--- src/rtl/muldiv_unit.sv ---
// Iterative RV32M multiply/divide unit.
// Multiplies by shift-add and divides by restoring division, one bit per cycle on operand
// magnitudes. A final FIX cycle applies sign correction and registers the result.
// Divide-by-zero and signed overflow bypass the iteration and go straight to FIX.
//
// Ports:
//   clk_i     rising-edge clock
//   rst_ni    synchronous active-low reset
//   start_i   request, accepted only while idle and not killed
//   funct3_i  000 MUL, 001 MULH, 010 MULHSU, 011 MULHU, 100 DIV, 101 DIVU, 110 REM, 111 REMU
//   op_a_i    rs1 operand (multiplicand / dividend)
//   op_b_i    rs2 operand (multiplier / divisor)
//   kill_i    abort any in-flight operation; also blocks acceptance
//   busy_o    operation in progress
//   done_o    one-cycle pulse, result_o valid
//   result_o  registered result, held until the next done
module muldiv_unit #(
  parameter int unsigned XLEN = 32
) (
  input  logic            clk_i,
  input  logic            rst_ni,
  input  logic            start_i,
  input  logic [2:0]      funct3_i,
  input  logic [XLEN-1:0] op_a_i,
  input  logic [XLEN-1:0] op_b_i,
  input  logic            kill_i,
  output logic            busy_o,
  output logic            done_o,
  output logic [XLEN-1:0] result_o
);

  localparam int unsigned CW = $clog2(XLEN) + 1;

  localparam logic [2:0] OpMul    = 3'b000;
  localparam logic [2:0] OpMulh   = 3'b001;
  localparam logic [2:0] OpMulhsu = 3'b010;
  localparam logic [2:0] OpDiv    = 3'b100;
  localparam logic [2:0] OpRem    = 3'b110;

  typedef enum logic [1:0] {StIdle, StCalc, StFix} state_e;

  state_e            state_q, state_d;
  logic [CW-1:0]     cnt_q, cnt_d;
  logic [2:0]        op_q, op_d;
  logic              sa_q, sa_d, sb_q, sb_d;
  logic              special_q, special_d;
  // Multiply: multiplicand magnitude. Divide: divisor magnitude.
  logic [XLEN-1:0]   m_q, m_d;
  // Multiply: {partial product, remaining multiplier}. Divide: {remainder, dividend/quotient}.
  logic [2*XLEN-1:0] acc_q, acc_d;
  logic              busy_q, busy_d, done_q, done_d;
  logic [XLEN-1:0]   result_q, result_d;

  // Acceptance decode
  logic            accept;
  logic            is_div_in, signed_a_in, signed_b_in, sa_in, sb_in;
  logic [XLEN-1:0] mag_a_in, mag_b_in;
  logic            div_zero_in, ovf_in, special_in;
  logic [XLEN-1:0] special_val;

  assign accept      = (state_q == StIdle) && start_i && !kill_i;
  assign is_div_in   = funct3_i[2];
  assign signed_a_in = (funct3_i == OpMulh) || (funct3_i == OpMulhsu) ||
                       (funct3_i == OpDiv)  || (funct3_i == OpRem);
  assign signed_b_in = (funct3_i == OpMulh) || (funct3_i == OpDiv) || (funct3_i == OpRem);
  assign sa_in       = signed_a_in && op_a_i[XLEN-1];
  assign sb_in       = signed_b_in && op_b_i[XLEN-1];
  assign mag_a_in    = sa_in ? (~op_a_i + 1'b1) : op_a_i;
  assign mag_b_in    = sb_in ? (~op_b_i + 1'b1) : op_b_i;
  assign div_zero_in = is_div_in && (op_b_i == '0);
  assign ovf_in      = ((funct3_i == OpDiv) || (funct3_i == OpRem)) &&
                       (op_a_i == {1'b1, {(XLEN-1){1'b0}}}) && (op_b_i == '1);
  assign special_in  = div_zero_in || ovf_in;

  // funct3[1] separates REM* from DIV*.
  always_comb begin
    special_val = '0;
    if (div_zero_in) begin
      special_val = funct3_i[1] ? op_a_i : '1;
    end else if (ovf_in) begin
      special_val = funct3_i[1] ? '0 : op_a_i;
    end
  end

  // Iteration steps
  logic [XLEN:0]     mul_sum;
  logic [XLEN:0]     div_sh;
  logic              div_ge;
  logic [XLEN-1:0]   div_diff, div_hi;

  assign mul_sum  = {1'b0, acc_q[2*XLEN-1:XLEN]} + (acc_q[0] ? {1'b0, m_q} : '0);
  assign div_sh   = acc_q[2*XLEN-1:XLEN-1];
  assign div_ge   = div_sh >= {1'b0, m_q};
  // When div_ge holds the true difference is below m_q, so the low bits are exact.
  assign div_diff = div_sh[XLEN-1:0] - m_q;
  assign div_hi   = div_ge ? div_diff : div_sh[XLEN-1:0];

  // Sign correction for the FIX cycle
  logic [2*XLEN-1:0] prod;
  logic [XLEN-1:0]   quo, rem;
  logic [XLEN-1:0]   fix_res;

  assign prod = (sa_q ^ sb_q) ? (~acc_q + 1'b1) : acc_q;
  assign quo  = (sa_q ^ sb_q) ? (~acc_q[XLEN-1:0] + 1'b1) : acc_q[XLEN-1:0];
  assign rem  = sa_q ? (~acc_q[2*XLEN-1:XLEN] + 1'b1) : acc_q[2*XLEN-1:XLEN];

  always_comb begin
    if (special_q) begin
      fix_res = acc_q[XLEN-1:0];
    end else if (!op_q[2]) begin
      fix_res = (op_q == OpMul) ? prod[XLEN-1:0] : prod[2*XLEN-1:XLEN];
    end else begin
      fix_res = op_q[1] ? rem : quo;
    end
  end

  // State register and datapath registers
  always_ff @(posedge clk_i) begin
    if (!rst_ni) begin
      state_q   <= StIdle;
      cnt_q     <= '0;
      op_q      <= '0;
      sa_q      <= 1'b0;
      sb_q      <= 1'b0;
      special_q <= 1'b0;
      m_q       <= '0;
      acc_q     <= '0;
      busy_q    <= 1'b0;
      done_q    <= 1'b0;
      result_q  <= '0;
    end else begin
      state_q   <= state_d;
      cnt_q     <= cnt_d;
      op_q      <= op_d;
      sa_q      <= sa_d;
      sb_q      <= sb_d;
      special_q <= special_d;
      m_q       <= m_d;
      acc_q     <= acc_d;
      busy_q    <= busy_d;
      done_q    <= done_d;
      result_q  <= result_d;
    end
  end

  // Next state
  always_comb begin
    state_d = state_q;
    if (kill_i) begin
      state_d = StIdle;
    end else begin
      unique case (state_q)
        StIdle:  if (start_i) state_d = special_in ? StFix : StCalc;
        StCalc:  if (cnt_q == CW'(XLEN - 1)) state_d = StFix;
        StFix:   state_d = StIdle;
        default: state_d = StIdle;
      endcase
    end
  end

  // Datapath next-state
  always_comb begin
    cnt_d     = cnt_q;
    op_d      = op_q;
    sa_d      = sa_q;
    sb_d      = sb_q;
    special_d = special_q;
    m_d       = m_q;
    acc_d     = acc_q;
    if (accept) begin
      op_d      = funct3_i;
      sa_d      = sa_in;
      sb_d      = sb_in;
      special_d = special_in;
      cnt_d     = '0;
      if (special_in) begin
        m_d   = '0;
        acc_d = {{XLEN{1'b0}}, special_val};
      end else if (is_div_in) begin
        m_d   = mag_b_in;
        acc_d = {{XLEN{1'b0}}, mag_a_in};
      end else begin
        m_d   = mag_a_in;
        acc_d = {{XLEN{1'b0}}, mag_b_in};
      end
    end else if (state_q == StCalc) begin
      cnt_d = cnt_q + 1'b1;
      acc_d = op_q[2] ? {div_hi, acc_q[XLEN-2:0], div_ge} : {mul_sum, acc_q[XLEN-1:1]};
    end
  end

  // Outputs
  always_comb begin
    busy_d   = busy_q;
    done_d   = 1'b0;
    result_d = result_q;
    if (kill_i) begin
      busy_d = 1'b0;
    end else begin
      unique case (state_q)
        StIdle:  if (start_i) busy_d = 1'b1;
        StCalc:  busy_d = 1'b1;
        StFix: begin
          busy_d   = 1'b0;
          done_d   = 1'b1;
          result_d = fix_res;
        end
        default: busy_d = 1'b0;
      endcase
    end
  end

  assign busy_o   = busy_q;
  assign done_o   = done_q;
  assign result_o = result_q;

endmodule
--- config.mk ---
export PLATFORM = sky130hd
export DESIGN_NAME = muldiv_unit
export DESIGN_NICKNAME = d
export VERILOG_FILES = /design/src/rtl/muldiv_unit.sv
export SDC_FILE = /design/constraint.sdc
export NUM_CORES = 1
export LEC_CHECK = 0
export ABC_AREA = 1
export CAP_MARGIN = 20
export CELL_PAD_IN_SITES_DETAIL_PLACEMENT = 0
export CELL_PAD_IN_SITES_GLOBAL_PLACEMENT = 1
export CORE_UTILIZATION = 30
export CTS_CLUSTER_DIAMETER = 40
export CTS_CLUSTER_SIZE = 40
export DETAILED_ROUTE_END_ITERATION = 8
export PLACE_DENSITY = 0.66
export SLEW_MARGIN = 20
export SYNTH_ARGS = -nofsm -noshare
export SYNTH_HDL_FRONTEND = slang
export SYNTH_SLANG_ARGS = --single-unit
--- constraint.sdc ---
create_clock -name clk_i -period 3 [get_ports clk_i]
set_clock_uncertainty 0.1 [all_clocks]
set_input_delay 0.3 -clock clk_i [delete_from_list [all_inputs] [get_ports clk_i]]
set_output_delay 0.3 -clock clk_i [all_outputs]
set_load 0.05 [all_outputs]
; Yosys cells after proc, flatten, opt, wreduce, memory -nomap -nowiden
; Cells that the tools add are included.
[totals]
reg_bits = 144
inputBits = 71
wordCells = 91
[op_classes]
add_sub_neg = 8
n_lt_le_gt_ge = 1
eq_ne = 11
n_mux = 29
n_bitwise = 8
n_reduce_logical = 23
[ops]
columns = cell, count
row1 = 2-to-1 mux 32 bit, 18
row2 = 2-to-1 mux 64 bit, 4
row3 = adder 32 x 1 -> 32 bit (second input constant), 4
row4 = NOT 32 bit, 4
row5 = adder 64 x 1 -> 64 bit (second input constant), 1
row6 = equality test 32 bit (second input constant), 2
row7 = NOT 64 bit, 1
row8 = adder 32 x 32 -> 33 bit, 1
row9 = >= comparator 33 x 32 -> 1 bit, 1
row10 = logical NOT 32 bit, 1
row11 = subtractor 32 bit, 1
row12 = logical AND 1 bit, 7
row13 = logical OR 1 bit, 7
row14 = adder 6 x 1 -> 6 bit (second input constant), 1
row15 = equality test 3 bit (second input constant), 2
row16 = equality test 6 x 5 -> 1 bit (second input constant), 1
row17 = 2-to-1 mux 2 bit, 3
row18 = != test 2 bit (second input constant), 2
row19 = case mux 2 bit (2 select lines), 1
row20 = AND reduction 2 bit, 2
row21 = OR reduction 2 bit, 2
row22 = equality test 3 x 1 -> 1 bit (second input constant), 1
row23 = equality test 3 x 2 -> 1 bit (second input constant), 1
row24 = logical NOT 3 bit, 1
row25 = other kinds (9), 11

; Longest topological paths before layout
; Gate-level depths: netlist of the first run.
[logic_depth]
ltp_word = 9
ltp_mapped = 20
mapped_depth_nobuf = 18

; Least setup slack after synthesis of the first run
; OpenSTA, ideal clock, no wires.
[synth_path]
path_kind = reg-to-reg
from = reg acc_q[0]
to = reg acc_q[61]
setup_time_ns = 0.132
t_arrival_ns = 2.411
slack_ns = 0.357
stages_incl_launch_ff = 18
n_path_buf = 2
synth_period_minus_slack_ns = 2.643
cell_sequence = dfxtp_1 -> buf_2 -> clkbuf_1 -> nand2_1 -> inv_1 -> ha_1 -> inv_1 -> fa_1 -> nor2_1 -> nor2_1 -> o21ai_0 -> nand2_1 -> nand2_1 -> nand3_1 -> nand3_1 -> nand3_1 -> nand3_1 -> a21oi_1
[synth_via]
elab_chain_len = 5
[synth_rtl]
columns = element, line
row1 = start: declaration, 50  ; logic [2*XLEN-1:0] acc_q, acc_d;
row2 = start signal: assignment, 127  ; acc_q <= '0;
row3 = start signal: assignment, 139  ; acc_q <= acc_d;
row4 = 2-to-1 mux 32 bit, 91  ; assign mul_sum = {1'b0, acc_q[2*XLEN-1:XLEN]} + (acc_q[0] ? {1'b0, m_q} : '0);
row5 = adder 32 x 32 -> 33 bit, 91
row6 = 2-to-1 mux 64 bit, 188  ; acc_d = op_q[2] ? {div_hi, acc_q[XLEN-2:0], div_ge} : {mul_sum, acc_q[XLEN-1:1]};
row7 = 2-to-1 mux 64 bit, 186  ; end else if (state_q == StCalc) begin
row8 = 2-to-1 mux 64 bit, 170  ; if (accept) begin
; No other way between the ends. The select of a mux whose other input is x is not followed.
; A chain may end at the register's enable or synchronous reset.

; Worst setup path in the final report of the first run
[layout_path]
from = reg m_q[22]
to = reg acc_q[0]
[layout_via]
elab_chain_len = 4
[layout_rtl]
columns = element, line
row1 = start: declaration, 48  ; logic [XLEN-1:0] m_q, m_d;
row2 = start signal: assignment, 138  ; m_q <= m_d;
row3 = >= comparator 33 x 32 -> 1 bit, 93  ; assign div_ge = div_sh >= {1'b0, m_q};
row4 = 2-to-1 mux 64 bit, 188
row5 = 2-to-1 mux 64 bit, 186
row6 = 2-to-1 mux 64 bit, 170
; No other way between the ends. The select of a mux whose other input is x is not followed.

==> impl_metrics.csv, run 1 <==
group,metric,value,unit
outcome,status,"finished, final reports clean",
critical_path,crit_family,"simple AND/OR/NAND/NOR gates",
die,core.rowCount,93,
critical_path,crit_slowest_cell,"dfxtp_1",
cts,cts_root_buf,"clkbuf_16",
layout,diodes,0,
grt,grt_pass1_vias,23000,
layout,multiInputGateArea,14200,sq um
drt,drc,0,
drt,wl,101000,um
critical_path,rr_startpoint,"m_q[22]",
critical_path,end_kind,"register",
yosys,async_flop_share,0,%
drt,ant_nets,0,
grt,grt_max_degree,73,
sta,worst_slew_pin_slew,882,ps
yosys,synthCells,3780,
critical_path,reg2reg_slack,130,ps
die,die_x,258,um
sta,maxSlewViolCount,0,
die,core_region_area,64500,sq um
sta,fmax,349,MHz
die,design.portCount,105,
layout,regArea,2890,sq um
yosys,syn_area_per_cell,5.19,sq um
critical_path,r2r_end,"acc_q[0]",
cts,numClockSinks,144,
pwr,power_density,373,nW/um^2
yosys,syn-cell-area,19600,sq um
die,initial_utilization,30.4,%
pwr,total_power,8.66,mW
sta,slew_headroom,41.1,%
pwr,ir_worst_vdd,402,uV
placement,place_ws,-108,ps
layout,post-route-util,36.0,%
grt,grt_pass1_wl,150000,um
drt,wl_per_cell,21.0,um
critical_path,cp.depth,16,
layout,finalInstanceArea,23200,sq um
layout,fin_nets,4095,
sta,finalCritPeriodShare,95.6,%
layout,num-fill-cells,7525,
placement,dp_hpwl,83000,um
critical_path,cp_slowest_stage_delay,440,ps
critical_path,cp_max_fo,9,
critical_path,reg2regPathDepth,16,
sta,setup_viol,0,
yosys,synthTopCellsByArea,"nand2_1, dfxtp_1, nand3_1",
grt,overflow,0,
yosys,yosysTopAreaCell,"nand2_1",
yosys,synth_edf_count,0,
yosys,netlist.area_leader.share,25.7,%
critical_path,crit_type,"register to register",
drt,avgViaCountPerCell,5.23,
die,fp.dieH,258,um
drt,dr_total_vias,25200,
drt,drt_iter0_drc,2730,
critical_path,critPathCapture,"acc_q[0]",
grt,antenna_found_initial,2,
critical_path,path_cells,"inv_1, ha_1, nand2_2, nor2_4, nand2_2, nor2_4, nand2_2, nor2_4, nor2_8, nand2_8, buf_12, buf_4, nand2_1, nand3_1, nand2_1, a21oi_4",
worst_hold_path,hp-class,"register to register",
yosys,ys.flop_type,"dfxtp_1",
grt,grt_usage,30.1,%
cts,clk_latency,480,ps
critical_path,worstSetupStartpoint,"m_q[22]",
pwr,leakagePower,11.9,nW
cts,cts.path.max_buffers,2,
layout,syn_to_final_growth,18.4,%
critical_path,crit_buf_inv,3,
critical_path,required,3290,ps
worst_hold_path,whs_path_depth,2,
drt,dr.pass1.iters,6,
placement,io_buffers,104,
sta,period_minus_slack,2870,ps
yosys,seq_area_frac_synth,14.7,%
layout,drive_gt1_share,8.70,%
yosys,ys_ff_latch,144,
sta,hold_viol,0,
sta,rsz0062_at_grt,"yes",
critical_path,cp_data_arrival_time,3150,ps
placement,place_congestion,1.01,
placement,dpl_cell_area,22600,sq um
yosys,yosys.cell_types.count,57,
yosys,synth_nets,3923,
critical_path,startpoint_type,"register",
cts,cts_inserted_buffers,17,
yosys,ys.warnings.count,0,
cts,htree_num_levels,4,
sta,fin_ws,131,ps
job,max_cap_viol_count,0,
die,dieArea,66400,sq um
cts,clk_pin_slew_worst_paths,70,ps
cts,cts_tree,"yes",
[synth_stat cells, types with 18 or more instances]
| cell | n |
|---|---|
| a21oi_1 | 229 |
| buf_2 | 31 |
| clkbuf_1 | 76 |
| dfxtp_1 | 144 |
| ha_1 | 70 |
| inv_1 | 500 |
| inv_2 | 21 |
| nand2_1 | 1343 |
| nand2_2 | 23 |
| nand3_1 | 443 |
| nand4_1 | 37 |
| nor2_1 | 397 |
| nor2_2 | 18 |
| nor3_1 | 29 |
| o21ai_0 | 144 |
| o21ai_1 | 34 |
| o22ai_1 | 22 |
| xor2_1 | 54 |
[worst min-delay path by stage]
stage | end | start | slack (ps)
CTS | result_o[12] | result_o[12] | 370
global route | result_o[1] | result_o[1] | 380
finish | result_o[12] | result_o[12] | 360
global placement | result_o[22] | result_o[22] | 350
floorplan | acc_q[7] | op_a_i[7] | 350
detailed placement | result_o[12] | result_o[12] | 350
[kinds of logic (layout without fill, tap and decap cells)]
group / count (synthesis) / count (layout) / share of synthesized area, %
AOI/OAI and AO/OA: 504 / 504 / 14.2
xor gates and xnor gates: 65 / 65 / 2.90
adders and majority gates: 72 / 72 / 4.67
buffers and inverters: 661 / 846 / 13.3
DFF: 144 / 144 / 14.7
and+or+nand+nor: 2334 / 2334 / 50.2
[placed cells by master, fill, tap and decap left out, types with 17 or more instances in the layout]
cell	netlist	final
o21ai_1	34	35
nand2_2	23	24
inv_2	21	21
nand4_1	37	37
nor3_1	29	29
buf_4	9	175
clkdlybuf4s50_1	0	103
nor2_2	18	19
nand2_1	1343	1342
inv_1	500	499
dfxtp_1	144	139
nand3_1	443	442
xor2_1	54	54
clkbuf_16	0	17
o22ai_1	22	22
a21oi_1	229	228
o21ai_0	144	143
ha_1	70	67
nor2_1	397	395
[metrics by stage]
stage,TNS [ps],hold WS [ps],std cells
5_1_grt,-33.6,385,4820
6_report,0,365,4820
3_5_place_dp,-108,354,4787
3_3_place_gp,-115,354,4787
2_1_floorplan,0,347,3780
4_1_cts,0,365,4819
[repair_timing]
| action | CTS | global route |
|---|---|---|
| pin swaps | 0 | 1 |
| setup buffers | 0 | 1 |
| resized for setup | 1 | 11 |
| setup endpoints to repair | 1 | 24 |
| hold buffers | 0 | 0 |
[power by group]
group	total, mW	switching (mW)	internal [mW]
Sequential	2.14	0.149	2.00
Combinational	4.23	2.91	1.32
Clock	2.29	1.04	1.25
Total	8.66	4.10	4.56
[registers in the layout, summed over array words and instances, names as in the netlist]
register	count
m_q	32
busy_o	1
special_q	1
state_q	2
result_o	32
acc_q	64
done_o	1
cnt_q	6
sb_q	1
sa_q	1
op_q	3
[area by class of cell]
class                   count  share of cell area [%]
inverters                 526                    8.52
repair buffers            288                    10.9
flip-flops and latches    144                    12.5
clock inverters            15                   0.749
multi-input cells        2975                    61.0
clock buffers              17                    1.83
well taps                 855                    4.61
[worst register-to-register path, stage by stage (launching register included)]
cell,delay [ps]
dfxtp_1,440
inv_1,120
ha_1,430
nand2_2,120
nor2_4,160
nand2_2,90
nor2_4,140
nand2_2,90
nor2_4,140
nor2_8,60
nand2_8,130
buf_12,130
buf_4,140
nand2_1,70
nand3_1,90
nand2_1,90
a21oi_4,240
[per-layer routing]
metal	vias up	global-route usage, %	share of wire (%)
li1	12400	-	-
met1	11700	43.9	47
met2	1063	46.1	43
met3	104	3.97	7.7
met4	0	7.99	2.7
met5	-	0	0
No activity file was read; power rests on OpenSTA's default activity.
==> run 2, diff against run 1 <==
CTS_CLUSTER_SIZE = default   (was 40)
PLACE_DENSITY = 0.68   (was 0.66)
clock period = 2.5 ns   (was 3 ns; I/O delays follow)
==> run 2 against run 1 <==
Effect of this change:
- the run now ends with setup timing left
- worst setup slack got worse by 180 ps
- clock power rose by 16%
- combinational power rose by 57%
- hold slack got worse by 21 ps
- non-clock buffer count rose by 508
- utilization rose by 9.2 points
- first-iteration DRC count rose by 2.3%
- via count rose by 7.7%
- count of clock-buffer cells in the layout rose by 5
- sequential share of layout area fell by 2.4 points
- global-route usage rose by 1.5 points
- critical endpoint is now acc_q[59]
==> impl_metrics.csv, run 2 (same netlist as run 1, synthesis figures left out) <==
group,metric,value,unit
outcome,status,"finished with violations",
outcome,violations,"setup timing",
critical_path,path_cells,"buf_12, nand2_1, inv_1, ha_4, buf_4, nand2_1, o21ai_1, nand2_1, nand3_4, nand2_2, a21oi_2, nor2_1, buf_4, nor2_1, nand2_1, a21oi_2",
drt,ant_nets,0,
drt,avgViaCountPerCell,5.10,
cts,cts_inserted_buffers,17,
placement,dp_hpwl,88100,um
placement,io_buffers,104,
layout,largest_register_ffs,64,
critical_path,cp.depth,16,
sta,setup_tns,-117,ps
die,die_x,258,um
grt,grt_max_degree,86,
critical_path,crit_slowest_cell,"dfxtp_4",
die,core.rowCount,93,
job,max_cap_viol_count,0,
critical_path,reg2reg_slack,-50,ps
pwr,p_int,6.47,mW
sta,period_minus_slack,2550,ps
sta,finalCritPeriodShare,102,%
critical_path,reg2regPathDepth,16,
grt,antenna_found_initial,2,
critical_path,critPathCapture,"acc_q[59]",
pwr,leakagePower,14.6,nW
layout,diodes,0,
cts,htree_num_levels,4,
pwr,switching_share,45.4,%
cts,cts.path.max_buffers,2,
sta,hold_viol,0,
sta,worst_slew_pin_slew,759,ps
die,dieArea,66400,sq um
sta,slew_headroom,48.9,%
critical_path,cp_slowest_stage_delay,380,ps
critical_path,crit_buf_inv,4,
sta,fmax,392,MHz
worst_hold_path,hp-class,"input port to register",
cts,cts_tree,"yes",
drt,dr_total_vias,27200,
pwr,p_sw,5.37,mW
drt,wl,108000,um
grt,grt_pass1_vias,25200,
die,core_region_area,64500,sq um
critical_path,worstSetupStartpoint,"acc_q[0]",
pwr,power_density,407,nW/um^2
critical_path,required,2800,ps
pwr,seqPwrFrac,21.4,%
sta,maxSlewViolCount,0,
placement,place_congestion,0.999,
cts,cts_root_buf,"clkbuf_16",
sta,rsz0062_at_grt,"yes",
cts,numClockSinks,144,
placement,dpl_cell_area,26400,sq um
layout,layout_common_cells,"nand2_1, buf_4, inv_1, nand3_1, nor2_1",
layout,top_register,"acc_q",
drt,dr.pass1.iters,6,
critical_path,crit_family,"simple AND/OR/NAND/NOR gates",
die,fp.dieH,258,um
critical_path,r2r_end,"acc_q[59]",
grt,grt_pass1_wl,158000,um
pwr,ir_worst_vdd,416,uV
layout,finalInstanceArea,29100,sq um
sta,setup_viol,4,
cts,clk_pin_slew_worst_paths,70,ps
drt,drc,0,
critical_path,end_kind,"register",
critical_path,cp_data_arrival_time,2850,ps
grt,overflow,0,
layout,syn_to_final_growth,48.6,%
cts,clk_latency,490,ps
critical_path,cp_common_cell,"nand2_1",
pwr,clockPowerShare,22.5,%
pwr,power_frac_comb,56.1,%
critical_path,rr_startpoint,"acc_q[0]",
die,initial_utilization,30.4,%
drt,drt_iter0_drc,2793,
critical_path,startpoint_type,"register",
sta,fin_ws,-50.9,ps
layout,drive_gt1_share,26.9,%
critical_path,cp_max_fo,13,
layout,fin_nets,4607,
die,design.portCount,105,
grt,grt_usage,31.6,%
layout,mostFrequentLayoutCell,"nand2_1",
drt,wl_per_cell,20.2,um
critical_path,crit_type,"register to register",
## run 2: cell count changes in the layout (fill, tap and decap cells not counted), sizes merged, moves of 2 or more
| cell | before | now |
|---|---|---|
| clkinvlp | 3 | 5 |
| nand2 | 1371 | 1375 |
| buf | 185 | 693 |
| clkbuf | 17 | 22 |
| inv | 529 | 522 |
## run 2: per-stage QoR
step	setup WS, ps	power (mW)	instances	util [%]	hold slack (ps)
3_3_place_gp	-402	8.47	5275	40.9	352
5_1_grt	-198	12.5	5332	45.2	379
3_5_place_dp	-394	8.46	5275	40.9	355
4_1_cts	-31.9	11.3	5312	43.0	320
2_1_floorplan	45.9	5.61	3780	-	297
6_report	-50.9	11.8	5332	45.2	343
## run 2: power by group through the flow
stage	Clock (mW)	Sequential, mW	Combinational, mW
floorplan	0	2.53	3.08
finish	2.66	2.54	6.64
global placement	0	2.58	5.89
detailed placement	0	2.58	5.88
global route	2.78	2.54	7.14
CTS	2.69	2.53	6.06
## run 2: worst min-delay path by stage
stage	startpoint	endpoint	slack [ps]	cells after the start
CTS	start_i	busy_o	320	3
global route	result_o[18]	result_o[18]	380	2
detailed placement	result_o[12]	result_o[12]	350	2
global placement	result_o[24]	result_o[24]	350	2
finish	start_i	busy_o	340	3
floorplan	op_a_i[7]	acc_q[7]	300	2
## run 2: timing repair
item / CTS / global route
resized for setup: 161 / 312
endpoints found under the setup margin: 61 / 71
pin swaps: 18 / 60
hold buffers: 0 / 0
buffers inserted: 3 / 20
cloned: 2 / 2
## run 2: layout make-up
type	instances	area [sq um]
repair buffers	796	6560
fillers	7127	35300
inverters	526	2000
clock inverters	10	101
flip-flops and latches	144	2940
clock buffers	22	484
multi-input cells	2979	16000
well taps	855	1070
## run 2: metal layers
metal	GRT usage (%)	up-vias	part of all wire (%)
li1	-	13400	-
met1	43.5	12500	45
met2	49.5	1089	44
met3	5.31	173	7.6
met4	10.9	4	3.6
met5	0	-	0.024
## run 2: tightest hold or removal path, delay by kind of cell
kind,cells,cell delay [ps]
AOI/OAI and AO/OA,1,90
buffers and inverters,2,540
